===== src/rtl/vga_timing_gen.sv =====
// Raster timing stage for a 640x480@60 VGA path: pixel-rate divider, row/line counters,
// active-area enable, and sync/RGB pin registers aligned to the colour driver's pipeline.
module vga_timing_gen #(
    parameter int unsigned CLK_DIV  = 4,
    parameter int unsigned H_ACTIVE = 640,
    parameter int unsigned H_FP     = 16,
    parameter int unsigned H_SYNC   = 96,
    parameter int unsigned H_BP     = 48,
    parameter int unsigned V_ACTIVE = 480,
    parameter int unsigned V_FP     = 10,
    parameter int unsigned V_SYNC   = 2,
    parameter int unsigned V_BP     = 33,
    parameter int unsigned PIPE_DLY = 2
) (
    input  logic        clk_in,
    input  logic        rst_n_in,
    input  logic [11:0] color_in,
    output logic [9:0]  current_row,
    output logic [9:0]  current_line,
    output logic        enable,
    output logic        pix_tick,
    output logic        frame_start,
    output logic [3:0]  vga_r,
    output logic [3:0]  vga_g,
    output logic [3:0]  vga_b,
    output logic        hsync,
    output logic        vsync
);

    localparam int unsigned DIV_W   = $clog2(CLK_DIV);
    localparam int unsigned H_TOTAL = H_ACTIVE + H_FP + H_SYNC + H_BP;
    localparam int unsigned V_TOTAL = V_ACTIVE + V_FP + V_SYNC + V_BP;

    localparam logic [DIV_W-1:0] DIV_LAST = DIV_W'(CLK_DIV - 1);
    localparam logic [9:0] H_LAST   = 10'(H_TOTAL - 1);
    localparam logic [9:0] V_LAST   = 10'(V_TOTAL - 1);
    localparam logic [9:0] H_ACT    = 10'(H_ACTIVE);
    localparam logic [9:0] V_ACT    = 10'(V_ACTIVE);
    localparam logic [9:0] HS_START = 10'(H_ACTIVE + H_FP);
    localparam logic [9:0] HS_END   = 10'(H_ACTIVE + H_FP + H_SYNC);
    localparam logic [9:0] VS_START = 10'(V_ACTIVE + V_FP);
    localparam logic [9:0] VS_END   = 10'(V_ACTIVE + V_FP + V_SYNC);

    logic [DIV_W-1:0]    div_cnt_r;
    logic [9:0]          row_next_s;
    logic [9:0]          line_next_s;
    logic                frame_wrap_s;
    logic                active_s;
    logic                hs_raw_s;
    logic                vs_raw_s;
    logic [PIPE_DLY-1:0] hs_dly_r;
    logic [PIPE_DLY-1:0] vs_dly_r;
    logic [PIPE_DLY-1:0] en_dly_r;

    // Raster decode and next counter values; line/frame wrap happen on the same tick as the row wrap
    always_comb begin
        active_s     = (current_row < H_ACT) && (current_line < V_ACT);
        hs_raw_s     = !((current_row >= HS_START) && (current_row < HS_END));
        vs_raw_s     = !((current_line >= VS_START) && (current_line < VS_END));
        row_next_s   = current_row;
        line_next_s  = current_line;
        frame_wrap_s = 1'b0;
        if (pix_tick) begin
            if (current_row == H_LAST) begin
                row_next_s = 10'd0;
                if (current_line == V_LAST) begin
                    line_next_s  = 10'd0;
                    frame_wrap_s = 1'b1;
                end else begin
                    line_next_s = current_line + 10'd1;
                end
            end else begin
                row_next_s = current_row + 10'd1;
            end
        end else begin
            row_next_s  = current_row;
            line_next_s = current_line;
        end
    end

    // Pixel divider, raster counters, frame strobe and registered active enable
    always_ff @(posedge clk_in or negedge rst_n_in) begin
        if (!rst_n_in) begin
            div_cnt_r    <= {DIV_W{1'b0}};
            pix_tick     <= 1'b0;
            current_row  <= 10'd0;
            current_line <= 10'd0;
            frame_start  <= 1'b0;
            enable       <= 1'b0;
        end else begin
            if (div_cnt_r == DIV_LAST) begin
                div_cnt_r <= {DIV_W{1'b0}};
            end else begin
                div_cnt_r <= div_cnt_r + DIV_W'(1);
            end
            pix_tick     <= (div_cnt_r == DIV_LAST);
            current_row  <= row_next_s;
            current_line <= line_next_s;
            frame_start  <= frame_wrap_s;
            enable       <= active_s;
        end
    end

    // Delay lines take the raw compare so that syncs and RGB gate share one latency
    always_ff @(posedge clk_in or negedge rst_n_in) begin
        if (!rst_n_in) begin
            hs_dly_r <= {PIPE_DLY{1'b1}};
            vs_dly_r <= {PIPE_DLY{1'b1}};
            en_dly_r <= {PIPE_DLY{1'b0}};
        end else begin
            hs_dly_r[0] <= hs_raw_s;
            vs_dly_r[0] <= vs_raw_s;
            en_dly_r[0] <= active_s;
            for (int i = 1; i < PIPE_DLY; i++) begin
                hs_dly_r[i] <= hs_dly_r[i-1];
                vs_dly_r[i] <= vs_dly_r[i-1];
                en_dly_r[i] <= en_dly_r[i-1];
            end
        end
    end

    // Pin registers: blank colour outside the delayed active window
    always_ff @(posedge clk_in or negedge rst_n_in) begin
        if (!rst_n_in) begin
            hsync                 <= 1'b1;
            vsync                 <= 1'b1;
            {vga_r, vga_g, vga_b} <= 12'h000;
        end else begin
            hsync                 <= hs_dly_r[PIPE_DLY-1];
            vsync                 <= vs_dly_r[PIPE_DLY-1];
            {vga_r, vga_g, vga_b} <= en_dly_r[PIPE_DLY-1] ? color_in : 12'h000;
        end
    end

endmodule


===== config.mk =====
export PLATFORM = sky130hd
export DESIGN_NAME = vga_timing_gen
export DESIGN_NICKNAME = d
export VERILOG_FILES = /design/src/rtl/vga_timing_gen.sv
export SDC_FILE = /design/constraint.sdc
export NUM_CORES = 1
export LEC_CHECK = 0
export ABC_AREA = 1
export CAP_MARGIN = 30
export CORE_MARGIN = 3
export CORE_UTILIZATION = 47
export CTS_BUF_LIST = sky130_fd_sc_hd__clkbuf_8 sky130_fd_sc_hd__clkbuf_16
export DETAILED_ROUTE_END_ITERATION = 7
export PLACE_DENSITY = 0.74
export SLEW_MARGIN = 20
export SYNTH_ARGS = -nofsm -noshare
export SYNTH_HDL_FRONTEND = slang
export SYNTH_SLANG_ARGS = --single-unit
export TNS_END_PERCENT = 30

===== constraint.sdc =====
create_clock -name clk_in -period 2.5 [get_ports clk_in]
set_input_delay 0.375 -clock clk_in [delete_from_list [all_inputs] [get_ports clk_in]]
set_output_delay 0.375 -clock clk_in [all_outputs]
set_load 0.005 [all_outputs]

# ---- After elaboration in Yosys (flattened, before gate mapping)
# Cells that the tools add are included.
dict set report totals {
  register_bits 45
  latchBits 0
  ram_bits 0
  rom_bits 0
  elab_cells 39
  n_memories 0
}
dict set report op_classes {
  n_addsub 3
  multipliers 0
  n_div 0
  n_lt_le_gt_ge 6
  n_eq_ne 3
  shift 0
  mux 7
  bitwise 0
  n_reduce_logical 6
}
# cell n
set ops {}
lappend ops {{adder 10 x 1 -> 10 bit, second input constant} 2}
lappend ops {{== test 10 bit, second input constant} 2}
lappend ops {{less-than comparator 10 bit, second input constant} 2}
lappend ops {{less-than comparator 10 x 9 -> 1 bit, second input constant} 2}
lappend ops {{two-way mux 10 bit} 2}
lappend ops {{two-way mux 12 bit} 1}
lappend ops {{greater-or-equal comparator 10 bit, second input constant} 1}
lappend ops {{greater-or-equal comparator 10 x 9 -> 1 bit, second input constant} 1}
lappend ops {{logical AND 1 bit} 3}
lappend ops {{two-way mux 1 bit} 3}
lappend ops {{adder 2 x 1 -> 2 bit, second input constant} 1}
lappend ops {{== test 2 bit, second input constant} 1}
lappend ops {{zero test 1 bit} 2}
lappend ops {{two-way mux 2 bit} 1}
lappend ops {{AND reduction 2 bit} 1}

# ---- Logic depth before layout (Yosys ltp)
# Gate-level depths: netlist of run 1.
dict set report logic_depth {
  word_depth 4
  mapped_depth 7
}

# ---- Worst setup path before layout of run 1
# No wires, ideal clock.
dict set report synth_timing {
  path_type {reg2reg}
  from {register current_row[0]}
  to {register current_line[8]}
  setup_ns 0.120
  arrival_ns 1.165
  setup_slack_ns 1.215
  path_stages_with_launch 8
  cell_sequence {dfrtp_1 ha_1 inv_1 nor2_4 nand4_2 buf_6 nor3_2 nor2_1}
}
dict set report synth_between {
  elab_chain_cells 2
}
# item line_no
set synth_lines {}
lappend synth_lines {{start, declared} 18} ;# output logic [9:0] current_row,
lappend synth_lines {{start signal, assigned} 97} ;# current_row <= row_next_s;
lappend synth_lines {{== test 10 bit} 64} ;# if (current_row == H_LAST) begin
lappend synth_lines {{AND reduction 2 bit (no source line)} n/a}
lappend synth_lines {{end signal, assigned} 98} ;# current_line <= line_next_s;
lappend synth_lines {{end, declared} 19} ;# output logic [9:0] current_line,
# Every way passes these cells.
# A chain may end at the register's enable or synchronous reset.

# ---- Worst setup path in the final report of run 1
dict set report layout_timing {
  from {register pix_tick}
  to {output port pix_tick}
}
# item line_no
set layout_lines {}
lappend layout_lines {{start, declared} 21} ;# output logic pix_tick,
lappend layout_lines {{start signal, assigned} 96} ;# pix_tick <= (div_cnt_r == DIV_LAST);
# No word-level cell between the ends.

==> flow_metrics.py, run 1 <==
metrics = {
    "critical_path": {
        "cp_cell_sequence": "clkdlybuf4s50_1",
        "path_buf_inv": 1,
        "cp.required_ns": 2.12,
        "cp-start-kind": "flop",
        "timing.rr.start": "current_row[0]",
        "path_class": "flop to primary output",
        "critPathMaxStageDelay_ns": 0.57,
        "crit_slowest_cell": "clkdlybuf4s50_1",
        "crit_arrival_ns": 1.41,
        "end_kind": "primary output",
        "crit_path_start": "pix_tick",
        "critPathMaxFanout": 10,
        "crit_cells": 1,
        "worst_r2r_path_depth": 7,
        "critPathTopFamily": "buffers and inverters",
    },
    "timing": {
        "finalMaxSlewViolations": 0,
        "tns_ns": 0,
        "clock_skew_ns": 0.00697,
        "tightest_slew_ns": 0.508,
        "fmax_ghz": 0.560,
        "setup_viol": 0,
        "period_share_pct": 71.4,
        "rsz0062_at_grt": "no",
        "whs_ns": 0.0478,
        "hold_violations": 0,
        "period_needed_ns": 1.78,
        "timing.final.ws_setup_ns": 0.716,
        "max-slew-margin-rel_pct": 66.2,
    },
    "logic_synthesis": {
        "yosysTopAreaCellShare_pct": 47.1,
        "yosysMostFrequentCell": "nand2_1",
        "synth_flop_cell": "dfrtp_1",
        "synthArstFlopShare_pct": 100,
        "ys_types": 28,
        "synth.cells.most_frequent": "nand2_1, dfrtp_1, inv_1",
        "synth-edff-count": 0,
        "synth_warnings": 0,
        "ys_ff_latch": 44,
        "synth_area_leaders": "dfrtp_1, nand2_1, dfstp_2",
        "netlist_area_mm2": 0.00202,
        "yosysSeqAreaShare_pct": 54.9,
        "yosys.area.top_type": "dfrtp_1",
        "syn_avg_cell_area_um2": 9.09,
        "synthCells": 222,
        "syn-num-nets": 241,
    },
    "power_and_ir_drop": {
        "p_total_mw": 1.31,
        "clkPwrFrac_pct": 39.6,
        "switchingPower_uw": 256,
        "cellLeakagePower_nw": 1.23,
        "p_comb_share_pct": 5.1,
        "powerDensity_mw_per_mm2": 491,
        "p_sw_share_pct": 19.5,
        "pwr-share-seq_pct": 55.3,
        "intPower_mw": 1.05,
        "peakVddDrop_uv": 352,
    },
    "job": {
        "cap_violations": 0,
    },
    "clocking": {
        "postCtsSetupRepairBufs": 0,
        "h-tree-depth": 2,
        "root_buffer": "clkbuf_8",
        "ctsResizeCount": 0,
        "path_clk_slew_ns": 0.08,
        "hold_buffers": 0,
        "clock-sinks": 44,
        "cts_tree": "done",
        "clk_latency_ns": 0.29,
        "cts_buffers": 5,
        "cts_buffer_depth": 2,
    },
    "floorplan": {
        "core-area_mm2": 0.00406,
        "initial_core_util_pct": 49.7,
        "die_w_um": 71.5,
        "die_y_um": 71.5,
        "fp-row-count": 23,
        "dieArea_mm2": 0.00512,
        "ios": 51,
    },
    "detailed_routing": {
        "initialDrtViolationCount": 91,
        "firstDrtPassIters": 5,
        "vias_per_cell": 4.75,
        "routed_wl_um": 3860,
        "vias": 1550,
        "wl_per_cell_um": 11.8,
        "antenna_left": 0,
        "drt_drc_violations_left": 0,
    },
    "run_status": {
        "status": "complete, no violations",
    },
    "placed_design": {
        "dp_slack_ns": 0.983,
        "gp_congestion": 0.845,
        "io_buffer_count": 50,
        "hpwl_um": 2840,
    },
    "finish": {
        "area_growth_pct": 32.3,
        "nets": 294,
        "final_util_pct": 65.8,
        "drive_above_1_share_pct": 12.7,
        "fillerInstances": 344,
        "diodes": 0,
    },
    "global_route": {
        "grt_pass1_wl_um": 6540,
        "antenna_found_initial": 0,
        "track_usage_pct": 16.4,
        "overflow": 0,
        "grt_pass1_vias": 1487,
        "grt_max_degree": 45,
    },
    "hold_path": {
        "hp-class": "input pin to asynchronous set/reset pin",
    },
}
metrics by stage:
stage	std cells	cell area, µm²
5_1_grt	326	2670
3_5_place_dp	317	2530
2_1_floorplan	222	2020
3_3_place_gp	317	2530
6_report	326	2670
4_1_cts	325	2640
power groups by stage:
stage / combinational [mW] / clock, mW / sequential, mW
after CTS: 0.0640 / 0.532 / 0.724
after global routing: 0.0741 / 0.569 / 0.724
after floorplan: 0.00705 / 0 / 0.739
final: 0.0669 / 0.519 / 0.724
after global placement: 0.0618 / 0 / 0.737
after detailed placement: 0.0637 / 0 / 0.738
metal layers:
metal  track usage, %  share of wire, %  vias to the layer above
met3             4.77               5.1                        8
met2             26.8                47                       42
met5                0                 0                        -
met4             7.10               2.2                        0
li1                 -                 -                      798
met1             20.3                46                      702
area by class of cell:
cell class,count,area [µm²],share of cell area [%]
Clock inverter,3,38.8,1.45
Inverter,37,139,5.20
Multi-Input combinational cell,136,729,27.3
Timing Repair Buffer,51,523,19.6
Tap cell,50,62.6,2.34
Clock buffer,5,68.8,2.58
Sequential cell,44,1110,41.5
state kept, by name, summed over array words and instances, names as in the netlist:
register      flops
current_line     10
div_cnt_r         2
vga_g             4
en_dly_r          2
frame_start       1
hsync             1
current_row      10
vs_dly_r          2
vga_r             4
hs_dly_r          2
vga_b             4
pix_tick          1
vsync             1
kinds of logic after synthesis:
kind of cell / share of synthesized area [%]
xor gates and xnor gates: 2.17
and+or+nand+nor: 25.8
buffers and inverters: 8.93
DFF: 54.9
AOI/OAI and AO/OA: 5.08
adders and majority gates: 3.10
cell usage in the layout (no fill, tap or decap):
master	n
a21oi_1	2
buf_16	1
buf_2	1
bufinv_16	1
clkbuf_8	5
clkdlybuf4s50_1	49
clkinv_2	1
dfrtp_1	38
dfstp_2	6
ha_1	5
inv_1	36
inv_2	2
nand2_1	47
nand2_2	3
nand3_1	13
nand3b_1	1
nand4_1	4
nand4_2	2
nor2_1	26
nor2_2	2
nor2_4	1
nor3_1	7
nor3_2	4
nor4_1	1
o211ai_1	1
o21ai_0	2
o21ai_1	3
o21ai_2	6
o21bai_1	1
xnor2_1	1
xor2_1	4
path summary, 6_finish.rpt:
path / endpoint / slack, ns
min in group clk_in: vs_dly_r[1] / 0.36
setup / recovery: pix_tick / 0.72
max in group asynchronous: hs_dly_r[1] / 1.89
hold reg to reg: vs_dly_r[1] / 0.36
hold / removal: current_line[0] / 0.05
setup reg to reg: current_line[7] / 0.98
(Power assumes the default switching activity.)
==> run 2: changes to the inputs <==
- clock period: 2.5 -> 1.7 ns (I/O delays scaled with it)
==> flow_metrics.py, run 2 (synthesized netlist as in run 1, its figures left out) <==
metrics = {
    "timing": {
        "hold_violations": 0,
        "period_needed_ns": 1.63,
        "tns_ns": 0,
        "rsz0062_at_grt": "no",
        "finalMaxSlewViolations": 0,
        "fmax_ghz": 0.614,
        "setup_viol": 0,
        "max-slew-margin-rel_pct": 69.9,
        "tightest_slew_ns": 0.451,
        "clock_skew_ns": 0.00727,
        "period_share_pct": 95.9,
    },
    "critical_path": {
        "crit_slowest_cell": "clkdlybuf4s50_1",
        "cp-start-kind": "flop",
        "critPathMaxStageDelay_ns": 0.56,
        "critPathTopFamily": "buffers and inverters",
        "crit_arrival_ns": 1.37,
        "path_class": "flop to primary output",
        "cp.required_ns": 1.44,
        "critPathMaxFanout": 8,
        "cp_cell_sequence": "clkdlybuf4s50_1",
        "crit_cells": 1,
        "path_buf_inv": 1,
        "end_kind": "primary output",
        "worst_r2r_path_depth": 7,
    },
    "clocking": {
        "postCtsSetupRepairBufs": 0,
        "path_clk_slew_ns": 0.08,
        "cts_buffer_depth": 2,
        "cts_tree": "done",
        "h-tree-depth": 2,
        "cts_buffers": 5,
        "clock-sinks": 44,
        "clk_latency_ns": 0.29,
        "root_buffer": "clkbuf_8",
    },
    "detailed_routing": {
        "initialDrtViolationCount": 107,
        "wl_per_cell_um": 12.4,
        "routed_wl_um": 4060,
        "vias_per_cell": 4.79,
        "antenna_left": 0,
        "firstDrtPassIters": 4,
        "vias": 1566,
        "drt_drc_violations_left": 0,
    },
    "floorplan": {
        "die_w_um": 71.5,
        "ios": 51,
        "initial_core_util_pct": 49.7,
        "core-area_mm2": 0.00406,
        "dieArea_mm2": 0.00512,
        "fp-row-count": 23,
        "die_y_um": 71.5,
    },
    "finish": {
        "layout_common_cells": "clkdlybuf4s50_1, nand2_1, dfrtp_1",
        "area_growth_pct": 32.7,
        "drive_above_1_share_pct": 13.4,
        "final_common_cell": "clkdlybuf4s50_1",
        "fillerInstances": 350,
        "final_area_mm2": 0.00268,
        "nets": 295,
        "diodes": 0,
        "reg.largest.list": "current_line (10), current_row (10)",
    },
    "power_and_ir_drop": {
        "peakVddDrop_uv": 589,
        "powerDensity_mw_per_mm2": 726,
        "cellLeakagePower_nw": 1.23,
    },
    "placed_design": {
        "io_buffer_count": 50,
        "hpwl_um": 3070,
        "gp_congestion": 0.825,
        "dpl_cell_area_mm2": 0.00255,
    },
    "global_route": {
        "track_usage_pct": 17.6,
        "antenna_found_initial": 0,
        "overflow": 0,
        "grt_pass1_wl_um": 7030,
        "grt_max_degree": 28,
        "grt_pass1_vias": 1553,
    },
    "hold_path": {
        "hp-class": "flop to flop",
        "hold_depth": 0,
    },
    "run_status": {
        "status": "complete, no violations",
    },
    "job": {
        "cap_violations": 0,
    },
}
## run 2: cell types whose count changed in the layout (fill, tap and decap cells not counted), sizes merged
cell,previous run,this run
clkinvlp,0,1
inv,38,37
dlygate4sd3,0,1
## run 2: worst paths after layout
kind / from / end / slack (ns)
setup / recovery: current_line[2] / current_line[2] / 0.07
max in group asynchronous: rst_n_in / hs_dly_r[0] / 0.69
hold / removal: hs_dly_r[1] / hsync / 0.35
min in group asynchronous: rst_n_in / current_line[4] / 0.44
hold reg to reg: hs_dly_r[1] / hsync / 0.35
setup reg to reg: current_row[1] / current_line[7] / 0.19
## run 2: power breakdown
part / internal, mW / leakage, nW / total (mW) / switching [mW]
logic: 0.0595 / 0.634 / 0.0978 / 0.0383
clock network: 0.435 / 0.0541 / 0.782 / 0.347
registers: 1.06 / 0.540 / 1.06 / 0.00338
## run 2: what timing repair did
action	CTS	global route
gates resized for setup	0	1
endpoints found under the setup margin	0	1
hold buffers	1	0
endpoints found under the hold margin	14	0
## run 2: stage by stage
step / hold WS (ns) / worst slack [ns] / cells / total power [mW] / utilization [%]
6_report: 0.355 / 0.0705 / 327 / 1.94 / 66.0
5_1_grt: 0.362 / 0.0147 / 327 / 2.02 / 66.0
2_1_floorplan: -0.0406 / 0.415 / 222 / 1.10 / -
4_1_cts: 0.354 / 0.0151 / 327 / 1.97 / 66.0
3_3_place_gp: 0.223 / 0.263 / 318 / 1.18 / 63.0
3_5_place_dp: 0.235 / 0.196 / 318 / 1.18 / 63.0
## run 2: layout make-up
cell class	instances	area, µm²	area share [%]
clock buffers	5	68.8	2.57
clock inverters	3	42.5	1.59
inverters	37	139	5.19
multi-input cells	136	729	27.2
flip-flops and latches	44	1110	41.4
well taps	50	62.6	2.34
repair buffers	52	526	19.6
## run 2: routing by layer
metal / vias up / GRT usage [%] / routed length [µm]
met5: - / 0 / 0
met4: 0 / 6.47 / 65
met3: 8 / 4.35 / 199
met2: 40 / 29.1 / 1960
met1: 721 / 22.3 / 1830
li1: 797 / - / -
